### src/rtl/lzs_pkg.sv
// Shared types and constants for the LZS token parser.
// Field widths follow the LZS bit-stream layout (13-bit look-ahead window).
package lzs_pkg;

    typedef enum logic [1:0] {
        ST_HALT,
        ST_TOKEN,
        ST_LEN,
        ST_EXT
    } state_t;

    localparam logic [1:0] KIND_LIT  = 2'b00;
    localparam logic [1:0] KIND_COPY = 2'b01;
    localparam logic [1:0] KIND_END  = 2'b10;

    localparam int WIN_W  = 13;
    localparam int OFF_W  = 11;
    localparam int BYTE_W = 8;

    localparam logic [3:0] LEN_BASE_EXT = 4'd8;
    localparam logic [3:0] EXT_NIBBLE   = 4'hF;

endpackage

### src/rtl/lzs_len_decode.sv
// Decodes the leading length code of an LZS copy: field width, base length, extension flag.
// Purely combinational; no backpressure.
module lzs_len_decode
    import lzs_pkg::*;
(
    input  logic [3:0] code,
    output logic [3:0] width,
    output logic [3:0] base_len,
    output logic       extend
);

    always_comb begin
        width    = 4'd2;
        base_len = 4'd2;
        extend   = 1'b0;
        if (!code[3]) begin
            base_len = code[2] ? 4'd3 : 4'd2;
        end else if (!code[2]) begin
            base_len = 4'd4;
        end else begin
            // 11xx: 1100..1110 give 5..7, 1111 gives 8 and opens the nibble chain
            width    = 4'd4;
            base_len = 4'd5 + {2'b00, code[1:0]};
            extend   = (code == EXT_NIBBLE);
        end
    end

endmodule

### src/rtl/lzs_token_parser.sv
// LZS token parser: sequences the bit unpacker and emits literal/copy/end tokens.
// Latency: literal 1 cycle after its ack; copy after its last length field ack.
// Backpressure: no ack while the token slot is occupied and the field would emit.
module lzs_token_parser
    import lzs_pkg::*;
#(
    parameter int LEN_W = 12
) (
    input  logic               clk,
    input  logic               rst,
    input  logic               start,
    input  logic [WIN_W-1:0]   stream_data,
    input  logic               stream_valid,
    output logic [3:0]         stream_width,
    output logic               stream_ack,
    output logic               tok_valid,
    input  logic               tok_ready,
    output logic [1:0]         tok_kind,
    output logic [BYTE_W-1:0]  tok_byte,
    output logic [OFF_W-1:0]   tok_offset,
    output logic [LEN_W-1:0]   tok_length,
    output logic               len_sat
);

    localparam logic [LEN_W:0] LEN_MAX_X = {1'b0, {LEN_W{1'b1}}};

    state_t             state;
    logic [OFF_W-1:0]   offset_q;
    logic [LEN_W-1:0]   acc_q;

    logic               slot_free;
    logic [3:0]         dec_width;
    logic [3:0]         dec_base;
    logic               dec_extend;
    logic [LEN_W:0]     ext_sum;
    logic               ext_sat;
    logic [LEN_W-1:0]   ext_len;
    logic               ext_more;

    assign slot_free = !tok_valid || tok_ready;

    lzs_len_decode u_len_decode (
        .code     (stream_data[12:9]),
        .width    (dec_width),
        .base_len (dec_base),
        .extend   (dec_extend)
    );

    assign ext_sum  = {1'b0, acc_q} + {{(LEN_W-3){1'b0}}, stream_data[12:9]};
    assign ext_sat  = (ext_sum > LEN_MAX_X);
    assign ext_len  = ext_sat ? LEN_MAX_X[LEN_W-1:0] : ext_sum[LEN_W-1:0];
    assign ext_more = (stream_data[12:9] == EXT_NIBBLE);

    // Fields that keep the parser mid-copy need no slot; fields that emit do.
    always_comb begin
        stream_width = 4'd0;
        stream_ack   = 1'b0;
        case (state)
            ST_TOKEN: begin
                if (stream_valid && slot_free) begin
                    stream_ack   = 1'b1;
                    stream_width = (stream_data[12:11] == 2'b10) ? 4'd13 : 4'd9;
                end
            end
            ST_LEN: begin
                if (stream_valid && (dec_extend || slot_free)) begin
                    stream_ack   = 1'b1;
                    stream_width = dec_width;
                end
            end
            ST_EXT: begin
                if (stream_valid && (ext_more || slot_free)) begin
                    stream_ack   = 1'b1;
                    stream_width = 4'd4;
                end
            end
            default: ;
        endcase
    end

    always_ff @(posedge clk or posedge rst) begin
        if (rst) begin
            state      <= ST_HALT;
            offset_q   <= '0;
            acc_q      <= '0;
            tok_valid  <= 1'b0;
            tok_kind   <= KIND_LIT;
            tok_byte   <= '0;
            tok_offset <= '0;
            tok_length <= '0;
            len_sat    <= 1'b0;
        end else begin
            if (tok_valid && tok_ready) begin
                tok_valid <= 1'b0;
            end
            if (start) begin
                len_sat <= 1'b0;
            end
            case (state)
                ST_HALT: begin
                    if (start) begin
                        state <= ST_TOKEN;
                    end
                end
                ST_TOKEN: begin
                    if (stream_ack) begin
                        if (!stream_data[12]) begin
                            tok_valid <= 1'b1;
                            tok_kind  <= KIND_LIT;
                            tok_byte  <= stream_data[11:4];
                        end else if (stream_data[11]) begin
                            if (stream_data[10:4] != 7'd0) begin
                                offset_q <= {4'd0, stream_data[10:4]};
                                state    <= ST_LEN;
                            end else begin
                                tok_valid <= 1'b1;
                                tok_kind  <= KIND_END;
                                state     <= ST_HALT;
                            end
                        end else begin
                            offset_q <= stream_data[10:0];
                            state    <= ST_LEN;
                        end
                    end
                end
                ST_LEN: begin
                    if (stream_ack) begin
                        if (dec_extend) begin
                            acc_q <= LEN_W'(LEN_BASE_EXT);
                            state <= ST_EXT;
                        end else begin
                            tok_valid  <= 1'b1;
                            tok_kind   <= KIND_COPY;
                            tok_offset <= offset_q;
                            tok_length <= LEN_W'(dec_base);
                            state      <= ST_TOKEN;
                        end
                    end
                end
                ST_EXT: begin
                    if (stream_ack) begin
                        acc_q <= ext_len;
                        if (ext_sat) begin
                            len_sat <= 1'b1;
                        end
                        if (!ext_more) begin
                            tok_valid  <= 1'b1;
                            tok_kind   <= KIND_COPY;
                            tok_offset <= offset_q;
                            tok_length <= ext_len;
                            state      <= ST_TOKEN;
                        end
                    end
                end
                default: state <= ST_HALT;
            endcase
        end
    end

endmodule

### config.mk
export PLATFORM = sky130hd
export DESIGN_NAME = lzs_token_parser
export DESIGN_NICKNAME = d
export VERILOG_FILES = /design/src/rtl/lzs_pkg.sv /design/src/rtl/lzs_len_decode.sv /design/src/rtl/lzs_token_parser.sv
export SDC_FILE = /design/constraint.sdc
export NUM_CORES = 1
export LEC_CHECK = 0
export BUFFER_PORTS_ARGS = -buffer_cell sky130_fd_sc_hd__buf_2
export CAP_MARGIN = 20
export CORE_MARGIN = 1
export CORE_UTILIZATION = 35
export CTS_CLUSTER_DIAMETER = 50
export DETAILED_ROUTE_END_ITERATION = 10
export GPL_TIMING_DRIVEN = 0
export PLACE_DENSITY_LB_ADDON = 0.1
export SYNTH_ARGS = -nofsm -noshare
export SYNTH_HDL_FRONTEND = slang
export SYNTH_SLANG_ARGS = --single-unit
### constraint.sdc
create_clock -name clk -period 1.9 [get_ports clk]
set_input_delay 0.285 -clock clk [delete_from_list [all_inputs] [get_ports clk]]
set_output_delay 0.285 -clock clk [all_outputs]
set_load 0.01 [all_outputs]
==> run metrics <==
Fin. Hold Viols=0; Static Leak=about 2.1 nW; Final period util=115%; critical path's most frequent cell=inv_2; core area=slightly below 0.009 mm^2; Worst slew margin=~63%; drt wl/cell=roughly 17 um; violated checks=negative setup slack; mux cell area share after synthesis=between 10 and 15%; via count=~2.7k; Levels on crit path=8; Fmax achieved=approximately 460 MHz; routability congestion estimate=slightly below 0.8; Synth Flop Type=dfrtp_1; commonest non-fill, non-tap cell in the layout=dfrtp_1; Clock power frac=between 10% and 20%; Crit path required time=1.62 ns; Critical Path Start Type=register; Reg2Reg Setup Slack=-0.12 ns; CTS clk-pin slew, worst paths=0.07 ns; Post-Syn Area=approximately 0.0032 mm^2; IR drop worst, VDD=between 0.6 and 0.7 mV; largest family of logic cells by synthesized area=compound AO/OA/AOI/OAI gates; first-pass GRT wire length=14,400 um; Die Width=between 90 and 100 um; net switching power=~2.2 mW; layout cells sized above 1=~47%; initial antenna violation count=0; Power Density=about 1400 mW/mm^2; initial core utilization=36.2%; final WL=about 8700 um; Die ar.=~0.0094 mm^2; clk_lat worst skew=between 0.3 and 0.4 ns; area of the multi-input gates=~0.0018 mm^2; Mapped Nets=331; Period minus WS final=2.18 ns; largest net degree at the start of global routing=37; Inserted Diodes=0; Fill cells=between 800 and 900; crit path DAT=between 1.5 and 2 ns; register area=between 0.0015 and 0.002 mm^2; commonest cells after routing, fill and taps aside=60 x dfrtp_1, 57 x buf_2, 33 x buf_4, 30 x nand2_1, 25 x o21ai_0; worst min path class=in2reg; Yosys cell types=57; post-synthesis xor/xnor area fraction=0.554%; status=complete, but fails checks; utilization after layout=about half; DIE HEIGHT=around 97 um; CTS root buf=clkbuf_8; Slew Viols, Final=0; max_cap viols=0; grt ovf=0; cell family with most CP delay=simple AND/OR/NAND/NOR gates; number of core rows=34; Post-Synth Simple-Gate Area=around 15%; Async SR Flop Fraction=100%; crit path setup slack, layout=-0.277 ns; port bufs=57; clock sink count=60; worst-case reg-to-reg path depth=8; number of enable flip-flop cells after synthesis=0; final setup TNS=-2.21 ns; Comb power frac=between 50% and 60%; nets@finish=roughly 440; IO Pins=between 50 and 60; Crit Path Max Fanout=4; Synth Area per Inst=around 10 um^2; DRC Markers=0; Crit path largest cell delay=around 0.42 ns; R2R Path End=tok_length[6]; Reg power frac=between 30% and 40%; clk_skew=roughly 0.0094 ns; RSZ-0062 raised after global routing=true; area grow syn2layout=38.1%; H-tree depth=3; CTS Buf Count=9; Synth Area in Compound Gates=about 17%; Critical Path Source=state[0]; drt first pass iters=4; vias in the first global route=~2.8k; Synth warnings=0; Syn Inst Count=between 300 and 400; Final Setup Violations=30; DPL Wire Length=approximately 5700 um; Cell Chain, Critical Path=inv_2 > ha_4 > and2b_2 > and2_4 > nand2b_4 > inv_2 > or2_4 > buf_6; slowest stage cell, crit path=dfrtp_1; CP Capture Type=output port; critical path type=reg2out; Vias/cell=between 5 and 6; Worst-Margin Slew=~0.55 ns; post-synthesis register bit count=60; Buf+Inv Stages, Crit Path=3; Sw Ratio=a little under two fifths; CP Capture Point=stream_ack; CTS tree=yes; Iter 0 DRT Violations=100; Clock Tree Buf Depth=2; GR Util All Layers=between 15 and 20%; Reg-to-Reg Start=acc_q[0]; post-synthesis sequential area ratio=between 40% and 50%; Routed Antenna Nets=0; internal power=about 3.7 mW; adder-cell area share of the yosys netlist=4.99%
==> power groups by stage <==
stage | Clock [mW] | Combinational, mW | Sequential, mW
final | 1.01 | 2.97 | 1.96
after global routing | 1.11 | 3.21 | 2.02
after CTS | 1.04 | 2.63 | 1.95
after detailed placement | 0 | 2.09 | 1.97
after global placement | 0 | 2.05 | 1.96
after floorplan | 0 | 1.31 | 2.07
==> cells by family (layout without fill, tap and decap cells) <==
logic type | after synthesis | in the layout
adders and majority gates | 12 | 12
and+or+nand+nor | 85 | 85
DFF | 60 | 60
buffers and inverters | 27 | 137
muxes | 32 | 32
AOI/OAI and AO/OA | 83 | 83
xor gates and xnor gates | 2 | 2
==> Yosys cell counts (5+ instances only) <==
cell      number  share of area (%)
a211oi_1       7                1.7
a21o_1         7                1.7
a21oi_1        9                1.4
a22o_1         7                1.9
buf_2          9                1.4
dfrtp_1       60                 48
ha_1          11                4.4
inv_1         12                1.4
mux2_2        20                7.1
mux2i_1       10                3.2
nand2_1       31                3.7
nand2b_1       6                1.2
nand3_1       12                1.9
nand4_1        5               0.99
nor2_1         7               0.83
o21ai_0       33                5.2
==> layer usage <==
metal  GRT usage [%]  up-vias  part of all wire, %
met3            3.97       13                  3.1
li1                -     1297                    -
met5               0        -                    0
met4            7.92        0                  1.7
met2            30.0       52                   47
met1            26.5     1331                   48
==> worst register-to-register path, stage by stage, from the launching register on <==
cell,delay (ns)
dfrtp_1,0.36
ha_2,0.20
inv_2,0.04
fa_2,0.33
nand2b_4,0.17
a21oi_4,0.23
buf_6,0.17
nand4_1,0.13
a32o_1,0.27
==> flip-flops by register name, indices dropped and copies added (netlist names) <==
| name | count |
|---|---|
| tok_offset | 11 |
| acc_q | 12 |
| len_sat | 1 |
| tok_length | 12 |
| offset_q | 11 |
| state | 2 |
| tok_valid | 1 |
| tok_kind | 2 |
| tok_byte | 8 |
==> what timing repair did <==
action,in CTS,in global routing
setup endpoints to repair,60,51
endpoints found under the hold margin,14,0
pin swaps,15,13
buffers inserted,19,16
gates resized for setup,46,35
hold buffers,1,0
gates cloned,1,0
==> worst min-delay path by stage <==
stage,depth (start not counted),start,slack (ns),endpoint
after floorplan,2,stream_data[7],0.43,offset_q[7]
after global placement,1,tok_length[1],0.46,tok_length[1]
after detailed placement,2,rst,0.37,tok_length[1]
after CTS,3,start,0.20,len_sat
after global routing,2,stream_data[5],0.23,tok_byte[1]
final,3,start,0.22,len_sat
==> metrics by stage <==
step                      power (mW)  worst slack [ns]  cells  area, um^2  hold slack (ns)
after floorplan                 3.38           -0.0195    301        3170            0.433
after global placement          4.02            -0.704    466        3590            0.455
after detailed placement        4.07            -0.396    467        3610            0.369
after CTS                       5.63            -0.260    504        4150            0.204
after global routing            6.34            -0.377    519        4360            0.227
final                           5.94            -0.277    519        4360            0.217
==> layout make-up <==
class                   instances  area share (%)
flip-flops and latches         60            34.4
inverters                      12            1.03
repair buffers                 94            14.4
clock inverters                 6           0.946
well taps                     108            3.10
multi-input cells             214            40.4
plain buffers                  15            2.81
clock buffers                  10            2.92
Power figures use the tool's default switching activity.
